`config.mk`:
```
export PLATFORM = sky130hd
export DESIGN_NAME = l1d_refill_ctrl
export DESIGN_NICKNAME = d
export VERILOG_FILES = /design/src/rtl/l1d_pkg.sv /design/src/rtl/l1d_bus_watchdog.sv /design/src/rtl/l1d_refill_ctrl.sv
export SDC_FILE = /design/constraint.sdc
export NUM_CORES = 1
export LEC_CHECK = 0
export CAP_MARGIN = 20
export CELL_PAD_IN_SITES_DETAIL_PLACEMENT = 1
export CELL_PAD_IN_SITES_GLOBAL_PLACEMENT = 2
export CORE_MARGIN = 2
export CORE_UTILIZATION = 23
export DETAILED_ROUTE_END_ITERATION = 10
export GPL_TIMING_DRIVEN = 0
export PLACE_DENSITY = 0.79
export SLEW_MARGIN = 20
export SYNTH_ARGS = -nofsm -noshare
export SYNTH_HDL_FRONTEND = slang
export SYNTH_SLANG_ARGS = --single-unit
```
`constraint.sdc`:
```
create_clock -name clk -period 2.8 [get_ports clk]
set_input_delay 0.7 -clock clk [delete_from_list [all_inputs] [get_ports clk]]
set_output_delay 0.7 -clock clk [all_outputs]
set_load 0.01 [all_outputs]
```
`src/rtl/l1d_pkg.sv`:
```
// Shared types and constants for the L1 data-cache refill controller.
// State encoding is 3 bits; size codes are one-hot byte widths.
package l1d_pkg;

    typedef enum logic [2:0] {
        ST_IDLE = 3'd0,
        ST_LINE = 3'd1,
        ST_SRD  = 3'd2,
        ST_SWR  = 3'd3,
        ST_HOLD = 3'd4
    } state_t;

    localparam logic [3:0] SIZE_B1 = 4'b0001;
    localparam logic [3:0] SIZE_B2 = 4'b0010;
    localparam logic [3:0] SIZE_B4 = 4'b0100;
    localparam logic [3:0] SIZE_B8 = 4'b1000;

    localparam int BEAT_BYTES = 8;

endpackage

```
`src/rtl/l1d_bus_watchdog.sv`:
```
// Per-beat bus watchdog: a down-counter reloaded whenever the bus is idle or a
// beat resolves, raising expire on the TIMEOUT-th consecutive unanswered cycle.
module l1d_bus_watchdog #(
    parameter int TIMEOUT = 255
) (
    input  logic clk,
    input  logic rst,
    input  logic enable,
    input  logic clear,
    output logic expire
);

    localparam int CW = (TIMEOUT < 2) ? 1 : $clog2(TIMEOUT);
    localparam logic [CW-1:0] LOAD = (TIMEOUT == 0) ? '0 : CW'(TIMEOUT - 1);

    logic [CW-1:0] cnt;

    always_ff @(posedge clk) begin
        if (!rst) begin
            cnt <= '0;
        end else if (!enable || clear) begin
            cnt <= LOAD;
        end else if (cnt != '0) begin
            cnt <= cnt - 1'b1;
        end
    end

    // TIMEOUT of zero disables the watchdog entirely.
    assign expire = (TIMEOUT != 0) && enable && !clear && (cnt == '0);

endmodule

```
`src/rtl/l1d_refill_ctrl.sv`:
```
// L1 data-cache refill / single-access controller driving a req/ack bus master.
// One transaction in flight; all outputs are registered.
//
// state   | meaning
// --------+-----------------------------------------------------------
// IDLE    | waiting for an L1 request level
// LINE    | line refill, sequential 64-bit beats from offset 0
// SRD     | single uncached read
// SWR     | single write-through
// HOLD    | one-cycle gap after completion/error, requests ignored
module l1d_refill_ctrl
    import l1d_pkg::*;
#(
    parameter int LINE_BYTES = 32,
    parameter int TIMEOUT    = 255
) (
    input  logic        clk,
    input  logic        rst,
    input  logic        read_line_req,
    input  logic        read_req,
    input  logic        write_through_req,
    input  logic [63:0] pa,
    input  logic [3:0]  L1_size,
    input  logic [63:0] wt_data,
    output logic [63:0] line_data,
    output logic [10:0] addr_count,
    output logic        line_write,
    output logic        cache_entry_refill,
    output logic        trans_rdy,
    output logic        bus_error,
    output logic        bus_req,
    output logic        bus_we,
    output logic [63:0] bus_addr,
    output logic [3:0]  bus_size,
    output logic [63:0] bus_wdata,
    input  logic [63:0] bus_rdata,
    input  logic        bus_ack,
    input  logic        bus_err
);

    localparam int          OFFW     = $clog2(LINE_BYTES);
    localparam logic [10:0] LAST_OFF = 11'(LINE_BYTES - BEAT_BYTES);

    state_t      state, state_d;
    logic [63:0] line_data_d, bus_addr_d, bus_wdata_d;
    logic [10:0] addr_count_d, cur_off;
    logic [3:0]  bus_size_d;
    logic        bus_req_d, bus_we_d;
    logic        line_write_d, refill_d, trans_rdy_d, bus_error_d;
    logic        wd_expire, fail;

    l1d_bus_watchdog #(.TIMEOUT(TIMEOUT)) u_watchdog (
        .clk    (clk),
        .rst    (rst),
        .enable (bus_req),
        .clear  (bus_ack || bus_err),
        .expire (wd_expire)
    );

    // bus_addr low bits track the beat being requested; addr_count reports the
    // beat just written so it lines up with the registered line_write pulse.
    assign cur_off = 11'(bus_addr[OFFW-1:0]);
    assign fail    = bus_err || wd_expire;

    always_comb begin
        state_d      = state;
        bus_req_d    = bus_req;
        bus_we_d     = bus_we;
        bus_addr_d   = bus_addr;
        bus_size_d   = bus_size;
        bus_wdata_d  = bus_wdata;
        line_data_d  = line_data;
        addr_count_d = addr_count;
        line_write_d = 1'b0;
        refill_d     = 1'b0;
        trans_rdy_d  = 1'b0;
        bus_error_d  = 1'b0;

        case (state)
            ST_IDLE: begin
                if (read_line_req) begin
                    state_d      = ST_LINE;
                    bus_req_d    = 1'b1;
                    bus_we_d     = 1'b0;
                    bus_size_d   = SIZE_B8;
                    bus_addr_d   = {pa[63:OFFW], {OFFW{1'b0}}};
                    addr_count_d = '0;
                end else if (read_req) begin
                    state_d    = ST_SRD;
                    bus_req_d  = 1'b1;
                    bus_we_d   = 1'b0;
                    bus_size_d = L1_size;
                    bus_addr_d = pa;
                end else if (write_through_req) begin
                    state_d     = ST_SWR;
                    bus_req_d   = 1'b1;
                    bus_we_d    = 1'b1;
                    bus_size_d  = L1_size;
                    bus_addr_d  = pa;
                    bus_wdata_d = wt_data;
                end
            end
            ST_LINE, ST_SRD, ST_SWR: begin
                if (fail) begin
                    bus_error_d  = 1'b1;
                    bus_req_d    = 1'b0;
                    addr_count_d = '0;
                    state_d      = ST_HOLD;
                end else if (bus_ack) begin
                    if (state == ST_LINE) begin
                        line_data_d  = bus_rdata;
                        line_write_d = 1'b1;
                        addr_count_d = cur_off;
                        if (cur_off == LAST_OFF) begin
                            refill_d    = 1'b1;
                            trans_rdy_d = 1'b1;
                            bus_req_d   = 1'b0;
                            state_d     = ST_HOLD;
                        end else begin
                            bus_addr_d = bus_addr + 64'(BEAT_BYTES);
                        end
                    end else begin
                        if (state == ST_SRD) line_data_d = bus_rdata;
                        trans_rdy_d = 1'b1;
                        bus_req_d   = 1'b0;
                        state_d     = ST_HOLD;
                    end
                end
            end
            ST_HOLD: begin
                state_d      = ST_IDLE;
                addr_count_d = '0;
            end
            default: begin
                state_d   = ST_IDLE;
                bus_req_d = 1'b0;
            end
        endcase
    end

    always_ff @(posedge clk) begin
        if (!rst) begin
            state              <= ST_IDLE;
            bus_req            <= 1'b0;
            bus_we             <= 1'b0;
            bus_addr           <= '0;
            bus_size           <= '0;
            bus_wdata          <= '0;
            line_data          <= '0;
            addr_count         <= '0;
            line_write         <= 1'b0;
            cache_entry_refill <= 1'b0;
            trans_rdy          <= 1'b0;
            bus_error          <= 1'b0;
        end else begin
            state              <= state_d;
            bus_req            <= bus_req_d;
            bus_we             <= bus_we_d;
            bus_addr           <= bus_addr_d;
            bus_size           <= bus_size_d;
            bus_wdata          <= bus_wdata_d;
            line_data          <= line_data_d;
            addr_count         <= addr_count_d;
            line_write         <= line_write_d;
            cache_entry_refill <= refill_d;
            trans_rdy          <= trans_rdy_d;
            bus_error          <= bus_error_d;
        end
    end

endmodule

```
==> run summary, run 1 <==
status = finished clean
Max H-tree Level = 1
Slew Viols, Final = 0
hold path depth = 2
Crit Path Max Fanout = 10
Compound-Gate Fraction of Synth Area = 20.75%
cts bufs inserted = 28
P_int = 6.912 mW
Finished Cell Area = 15790 um2
via count of the first global-routing pass = 12226
# setup viols final = 0
final hold violation count = 0
I/O Buffers = 409
I/O Pins = 416
first-pass GRT wire length = 74760 um
Worst Tran Pin Value = 932.8 ps
register area share after synthesis = 44.31%
core area = 42130 um2
Adder-Cell Fraction of Synth Area = 0.2541%
root buffer selected by CTS = clkbuf_16
Total Routing Usage GR = 22.04%
row count = 75
Syn Inst Count = 1292
initial antenna violation count = 3
PwrDens = 639.0 nW/um2
crit path time final = 2684 ps
Worst Hold Slack = 454.4 ps
WL per Instance = 21.90 um
hold endpoint = bus_wdata[18]
Critical Path RT = 3300 ps
Psw = 3.174 mW
Reg2Reg Depth = 9
Sink Count = 218
CP startpoint kind = register
initial core utilization = 23.37%
Worst slew margin = 37.82%
post-synthesis xor/xnor area fraction = 0.5336%
gpl congestion = 0.9008
RSZ-0062 raised after global routing = yes
post-synthesis cell type count = 73
Skew-Pair Late Insertion Delay = 570 ps
post-detail-place hpwl = 38680 um
maxcap violations = 0
Layout fillers = 5027
clock-pin transition on the worst setup and hold timing paths = 70 ps
total gr overflow = 0
Async S/R FF share, synth = 0%
Combinational Power Share = 23.6%
Fmax = 372.6 MHz
flops & latches, synth = 218
worst r2r dst = bus_addr[52]
Cell Area, Synth = 9848 um2
Post-synth EDFFs = 0
vias per inst = 5.096
Synth Area in Simple Gates = 28.88%
DRC Markers = 0
largest net degree at the start of global routing = 14
die area = 44490 um2
Yosys warnings = 0
Pre-Repair DR Iteration Count = 5
Max Root-Sink Buffers = 3
hold path start = bus_wdata[18]
mux cell area share after synthesis = 0.6352%
placed cells = 2246
layout cell share with drive strength beyond 1 = 7.204%
clock share of power = 39.9%
Final ANT Viol Nets = 0
ys flop type = dfxtp_1
Sw Share = 31.47%
R2R setup slack = 120 ps
clock skew = 26.60 ps
critical path endpoint category = register
worst hold path class = register to register
fin cells = 2304
syn avg cell area = 7.622 um2
Nets = 1946
Post-DP Area = 14650 um2
leakage = 5.337 nW
Die Y = 210.9 um
CTS tree = done
Die W = 210.9 um
reg-to-reg startpoint = state[1]
Final Util = 37.46%
worst vdd rail ir drop = 0.4253 mV
largest family of logic cells by synthesized area = simple AND/OR/NAND/NOR gates
crit share post-route = 95.86%
final wirelength = 50460 um
Iter 0 DRT Violations = 630
Layout Area Growth over Synthesis = 60.28%
sequential share of power = 36.5%
CP Class = register to register
Worst Path Arrival = 3180 ps
via count = 11742
==> power by group through the flow <==
stage	clock (mW)	combinational (mW)	sequential (mW)
finish	4.03	2.38	3.68
global route	4.25	2.55	3.71
CTS	4.16	2.37	3.67
detailed placement	0	2.33	3.73
global placement	0	2.29	3.73
floorplan	0	0.932	3.74
==> cells by family (layout without fill, tap and decap cells) <==
family          Yosys count  after routing
compound gates          336            336
xor+xnor                  6              6
fa+ha+maj                 2              2
buf+inv                 101            567
flops                   218            218
mux                       6              6
other cells               1              8
simple gates            622            622
==> stage by stage <==
stage	power, mW	TNS [ps]	worst slack (ps)
global route	10.51	-278.3	-53.39
floorplan	4.670	0	474.3
detailed placement	6.068	-109730	-1061
global placement	6.019	-129240	-1032
finish	10.09	0	116.1
CTS	10.20	0	32.06
==> registers in the layout, indices dropped and copies added (netlist names) <==
name and cells:
addr_count 5, bus_addr 64, bus_error 1, bus_req 1, bus_size 4, bus_wdata 64, bus_we 1, cache_entry_refill 1
line_data 64, line_write 1, state 3, trans_rdy 1, u_watchdog.cnt 8
==> layout by cell type (no fill, tap or decap), types with 7 or more instances in the layout <==
cell             count
o21a_1               8
and2_1               7
a31oi_1             16
or3_1                8
a22oi_1             20
a21oi_1            173
dfxtp_1            218
clkdlybuf4s50_1    409
clkbuf_1            59
nor2_1              76
clkbuf_16           29
clkinv_2             7
nand2_1            333
nor4_1              13
o311ai_0             7
and3_1              15
o22ai_1             10
buf_2                8
or2_2                7
nand4_1             25
clkbuf_2            11
inv_1                9
nor3_1              30
clkbuf_8             9
nand3_1             62
o21ai_0             41
buf_4               13
and4_1               7
==> routing by layer <==
layer / GRT usage, % / part of all wire [%] / up-vias
met5: 0 / 0.014 / -
met3: 7.062 / 9.0 / 103
met1: 27.38 / 42 / 5671
met4: 7.941 / 3.9 / 2
li1: - / - / 5469
met2: 35.76 / 45 / 497
==> critical path, stage by stage, from the launching register on <==
cell      delay [ps]
dfxtp_1          290
buf_2            160
nor2_1           180
or2_2            140
buf_2            210
clkbuf_1         440
buf_1            710
nand2_1          160
a21o_1           190
a21oi_1          130
==> what timing repair did <==
item                       4_1_cts  5_1_grt
pin swaps                        2        1
gates resized for setup          9       23
buffers inserted                 2        2
setup endpoints to repair       55       53
hold buffers                     0        0
==> cell type report <==
cell class	count	area, um2	share of cell area, %
Antenna cell	2	5.005	0.03171
Buffer	91	429.2	2.719
Clock buffer	38	819.5	5.192
Clock inverter	14	201.4	1.276
Inverter	10	37.54	0.2378
Multi-Input combinational cell	978	5119	32.43
Sequential cell	218	4364	27.65
Tap cell	539	674.4	4.272
Timing Repair Buffer	414	4135	26.20
==> how the worst max path moves through the flow <==
stage / start / end / slack (ps) / cells after the start
final: state[1] / bus_addr[52] / 120 / 9
after global routing: state[1] / bus_addr[53] / -50 / 10
after CTS: u_watchdog.cnt[0] / bus_addr[17] / 30 / 9
after detailed placement: bus_ack / bus_addr[17] / -1060 / 8
after global placement: bus_ack / bus_addr[17] / -1030 / 8
after floorplan: bus_err / bus_addr[15] / 470 / 7
==> synth_stat cells, types with 5 or more instances <==
library cell  count  area (um2)
nand2_1         333        1250
dfxtp_1         218        4364
a21oi_1         173       865.8
nor2_1           77       289.0
clkbuf_1         67       251.5
nand3_1          62       310.3
o21ai_0          42       210.2
nor3_1           33       165.2
nand4_1          25       156.4
a22oi_1          21       157.7
a31oi_1          16       100.1
and3_1           15       93.84
nor4_1           14       87.58
o22ai_1          10       62.56
inv_1             9       33.78
buf_2             8       40.04
buf_4             8       60.06
o21a_1            8       60.06
or3_1             8       50.05
and2_1            7       43.79
and4_1            7       61.31
o311ai_0          7       61.31
or2_2             7       43.79
a32o_1            6       60.06
or4_1             6       45.04
a21o_1            5       37.54
o221a_2           5       56.30
o31a_1            5       43.79
Power figures use the tool's default switching activity.
==> run 2, diff against run 1 <==
CORE_MARGIN = 1.5   (was 2)
CTS_BUF_LIST = sky130_fd_sc_hd__clkbuf_16   (was default)
MAX_ROUTING_LAYER = met4   (was default)
==> run 2 against run 1 <==
  * Count of clock-buffer cells in the layout down 9
  * Core utilization is 0.34 points lower
  * Global-route usage grew 0.89 points
  * Combinational power about the same
  * First-iteration DRC count is 34% higher
  * Sequential share of layout area increased by 0.25 points
  * Power decreased by 5.4%
  * Clock skew decreased by 9.5 ps
  * Non-clock buffer count is 1 lower
  * Critical path depth is 1 lower
  * Die area decreased by 0.95%
==> run summary, run 2 (synthesis results as in run 1) <==
status = finished clean
Stages on worst setup path = 8 (-1)
row count = 75 (unchanged)
Die Y = 209.9 um (-0.47%)
P_int = 6.452 mW (-6.6%)
Setup TNS = 0 ps (unchanged)
Final Util = 37.12% (-0.34 points)
Max Root-Sink Buffers = 3 (unchanged)
die area = 44070 um2 (-0.95%)
Critical Path RT = 3210 ps (-90 ps)
Final ANT Viol Nets = 0 (unchanged)
maxcap violations = 0 (unchanged)
CP startpoint kind = input port
Reg2Reg Depth = 6 (-3)
cts bufs inserted = 28 (unchanged)
Die W = 209.9 um (-0.47%)
Worst Hold Slack = 454.5 ps (+0.01800 ps)
Skew-Pair Late Insertion Delay = 560 ps (about the same)
worst hold path class = register to register
first-pass GRT wire length = 75320 um (+0.75%)
WL per Instance = 21.71 um (-0.85%)
Nets = 1945 (-0.051%)
hold path depth = 2 (unchanged)
crit-path cells = clkdlybuf4s50_1, nor3b_4, a31oi_4, o22ai_4, clkbuf_4, buf_4, a2bb2oi_1, nor2_1
core area = 42130 um2 (unchanged)
Total Power = 9.541 mW (-5.4%)
Bufs and invs on worst path = 3 (-1)
Max H-tree Level = 1 (unchanged)
gpl congestion = 0.9376 (+4.1%)
Total Routing Usage GR = 22.93% (+0.89 points)
initial antenna violation count = 4 (+1)
Max stage delay on crit path = 600 ps (-110 ps)
I/O Buffers = 409 (unchanged)
Worst slew margin = 39.36% (+1.5 points)
CTS tree = done
Layout Area Growth over Synthesis = 58.82%
Sink Count = 218 (unchanged)
post-detail-place hpwl = 38140 um (-1.4%)
placed cells = 2246 (unchanged)
crit path time final = 2780 ps (+96.51 ps)
root buffer selected by CTS = clkbuf_16
I/O Pins = 416 (unchanged)
sequential share of power = 38.5% (+2.0 points)
Top delay family on crit path = buffers and inverters
leakage = 5.300 nW (-0.69%)
Setup WS pre-CTS = -1183 ps (-122.0 ps)
Pre-Repair DR Iteration Count = 5 (unchanged)
Worst Tran Pin Value = 909.5 ps (-23.21 ps)
Finished Cell Area = 15640 um2 (-0.91%)
critical path endpoint category = register
via count of the first global-routing pass = 12284 (+0.47%)
clock skew = 17.06 ps (-9.541 ps)
cts hold-fix bufs = 0 (unchanged)
Iter 0 DRT Violations = 842 (+34%)
worst vdd rail ir drop = 0.4077 mV (-4.2%)
# setup viols final = 0 (unchanged)
layout cell share with drive strength beyond 1 = 6.648% (-0.56 points)
post-route setup slack = 19.54 ps (-96.51 ps)
total gr overflow = 0 (unchanged)
RSZ-0062 raised after global routing = yes
CP max-delay cell = clkdlybuf4s50_1
Worst Path Arrival = 3190 ps (about the same)
Combinational Power Share = 25.0% (+1.4 points)
DRC Markers = 0 (unchanged)
commonest non-fill, non-tap cell in the layout = clkdlybuf4s50_1
crit share post-route = 99.30% (+3.4 points)
vias per inst = 5.059 (-0.73%)
final hold violation count = 0 (unchanged)
Psw = 3.089 mW (-2.7%)
clock-pin transition on the worst setup and hold timing paths = 60 ps (about the same)
Post-DP Area = 14650 um2 (unchanged)
largest net degree at the start of global routing = 14 (unchanged)
initial core utilization = 23.37% (unchanged)
clock share of power = 36.5% (-3.4 points)
Sw Share = 32.38% (+0.90 points)
Slew Viols, Final = 0 (unchanged)
Crit Path Max Fanout = 10 (unchanged)
most frequent cells in the layout = 409 x clkdlybuf4s50_1, 333 x nand2_1, 218 x dfxtp_1, 173 x a21oi_1, 75 x nor2_1
Layout fillers = 5027 (unchanged)
fin cells = 2303 (-0.043%)
Fmax = 359.7 MHz (-3.5%)
via count = 11651 (-0.77%)
Largest regs = bus_addr: 64 flops, bus_wdata: 64 flops, line_data: 64 flops
PwrDens = 610.0 nW/um2 (-4.5%)
final wirelength = 50010 um (-0.89%)
CP Class = input port to register
-- run 2: power groups by stage --
stage	clock network, mW	registers (mW)	logic, mW
5_1_grt	3.71	3.71	2.55
2_1_floorplan	0	3.74	0.932
6_report	3.48	3.68	2.39
3_5_place_dp	0	3.73	2.33
4_1_cts	3.59	3.67	2.37
3_3_place_gp	0	3.72	2.30
-- run 2: final timing paths --
path	end	startpoint	slack [ps]
min reg2reg	bus_wdata[61]	bus_wdata[61]	450
min	bus_wdata[61]	bus_wdata[61]	450
max	bus_addr[17]	bus_ack	20
max reg2reg	bus_addr[38]	bus_addr[3]	70
-- run 2: repair_timing --
item / 4_1_cts / 5_1_grt
gates resized for setup: 8 / 29
setup endpoints to repair: 59 / 86
hold endpoints to repair: 0 / 0
buffers inserted: 4 / 0
pin swaps: 2 / 2
-- run 2: area by class of cell --
class                      count  area, um2  area share (%)
antenna                        4      10.01         0.06399
tap                          539      674.4           4.312
clock buffer                  29      725.7           4.640
buffer                        90      431.7           2.760
timing repair buffer         414       4135           26.44
clock inverter                21      140.1          0.8959
inverter                      10      37.54          0.2400
multi-input combinational    978       5122           32.75
sequential                   218       4364           27.90
-- run 2: worst register-to-register path: cells and delay by family, from the launching register on --
family / cells / cell delay, ps
and+or+nand+nor: 4 / 1870
DFF: 1 / 530
AOI/OAI and AO/OA: 2 / 280
-- run 2: metal layers --
layer	global-route usage, %	vias up	part of all wire (%)
met5	-	-	0
met4	7.740	0	3.2
met3	7.182	95	9.0
met2	36.02	450	46
met1	27.78	5643	42
li1	-	5463	-
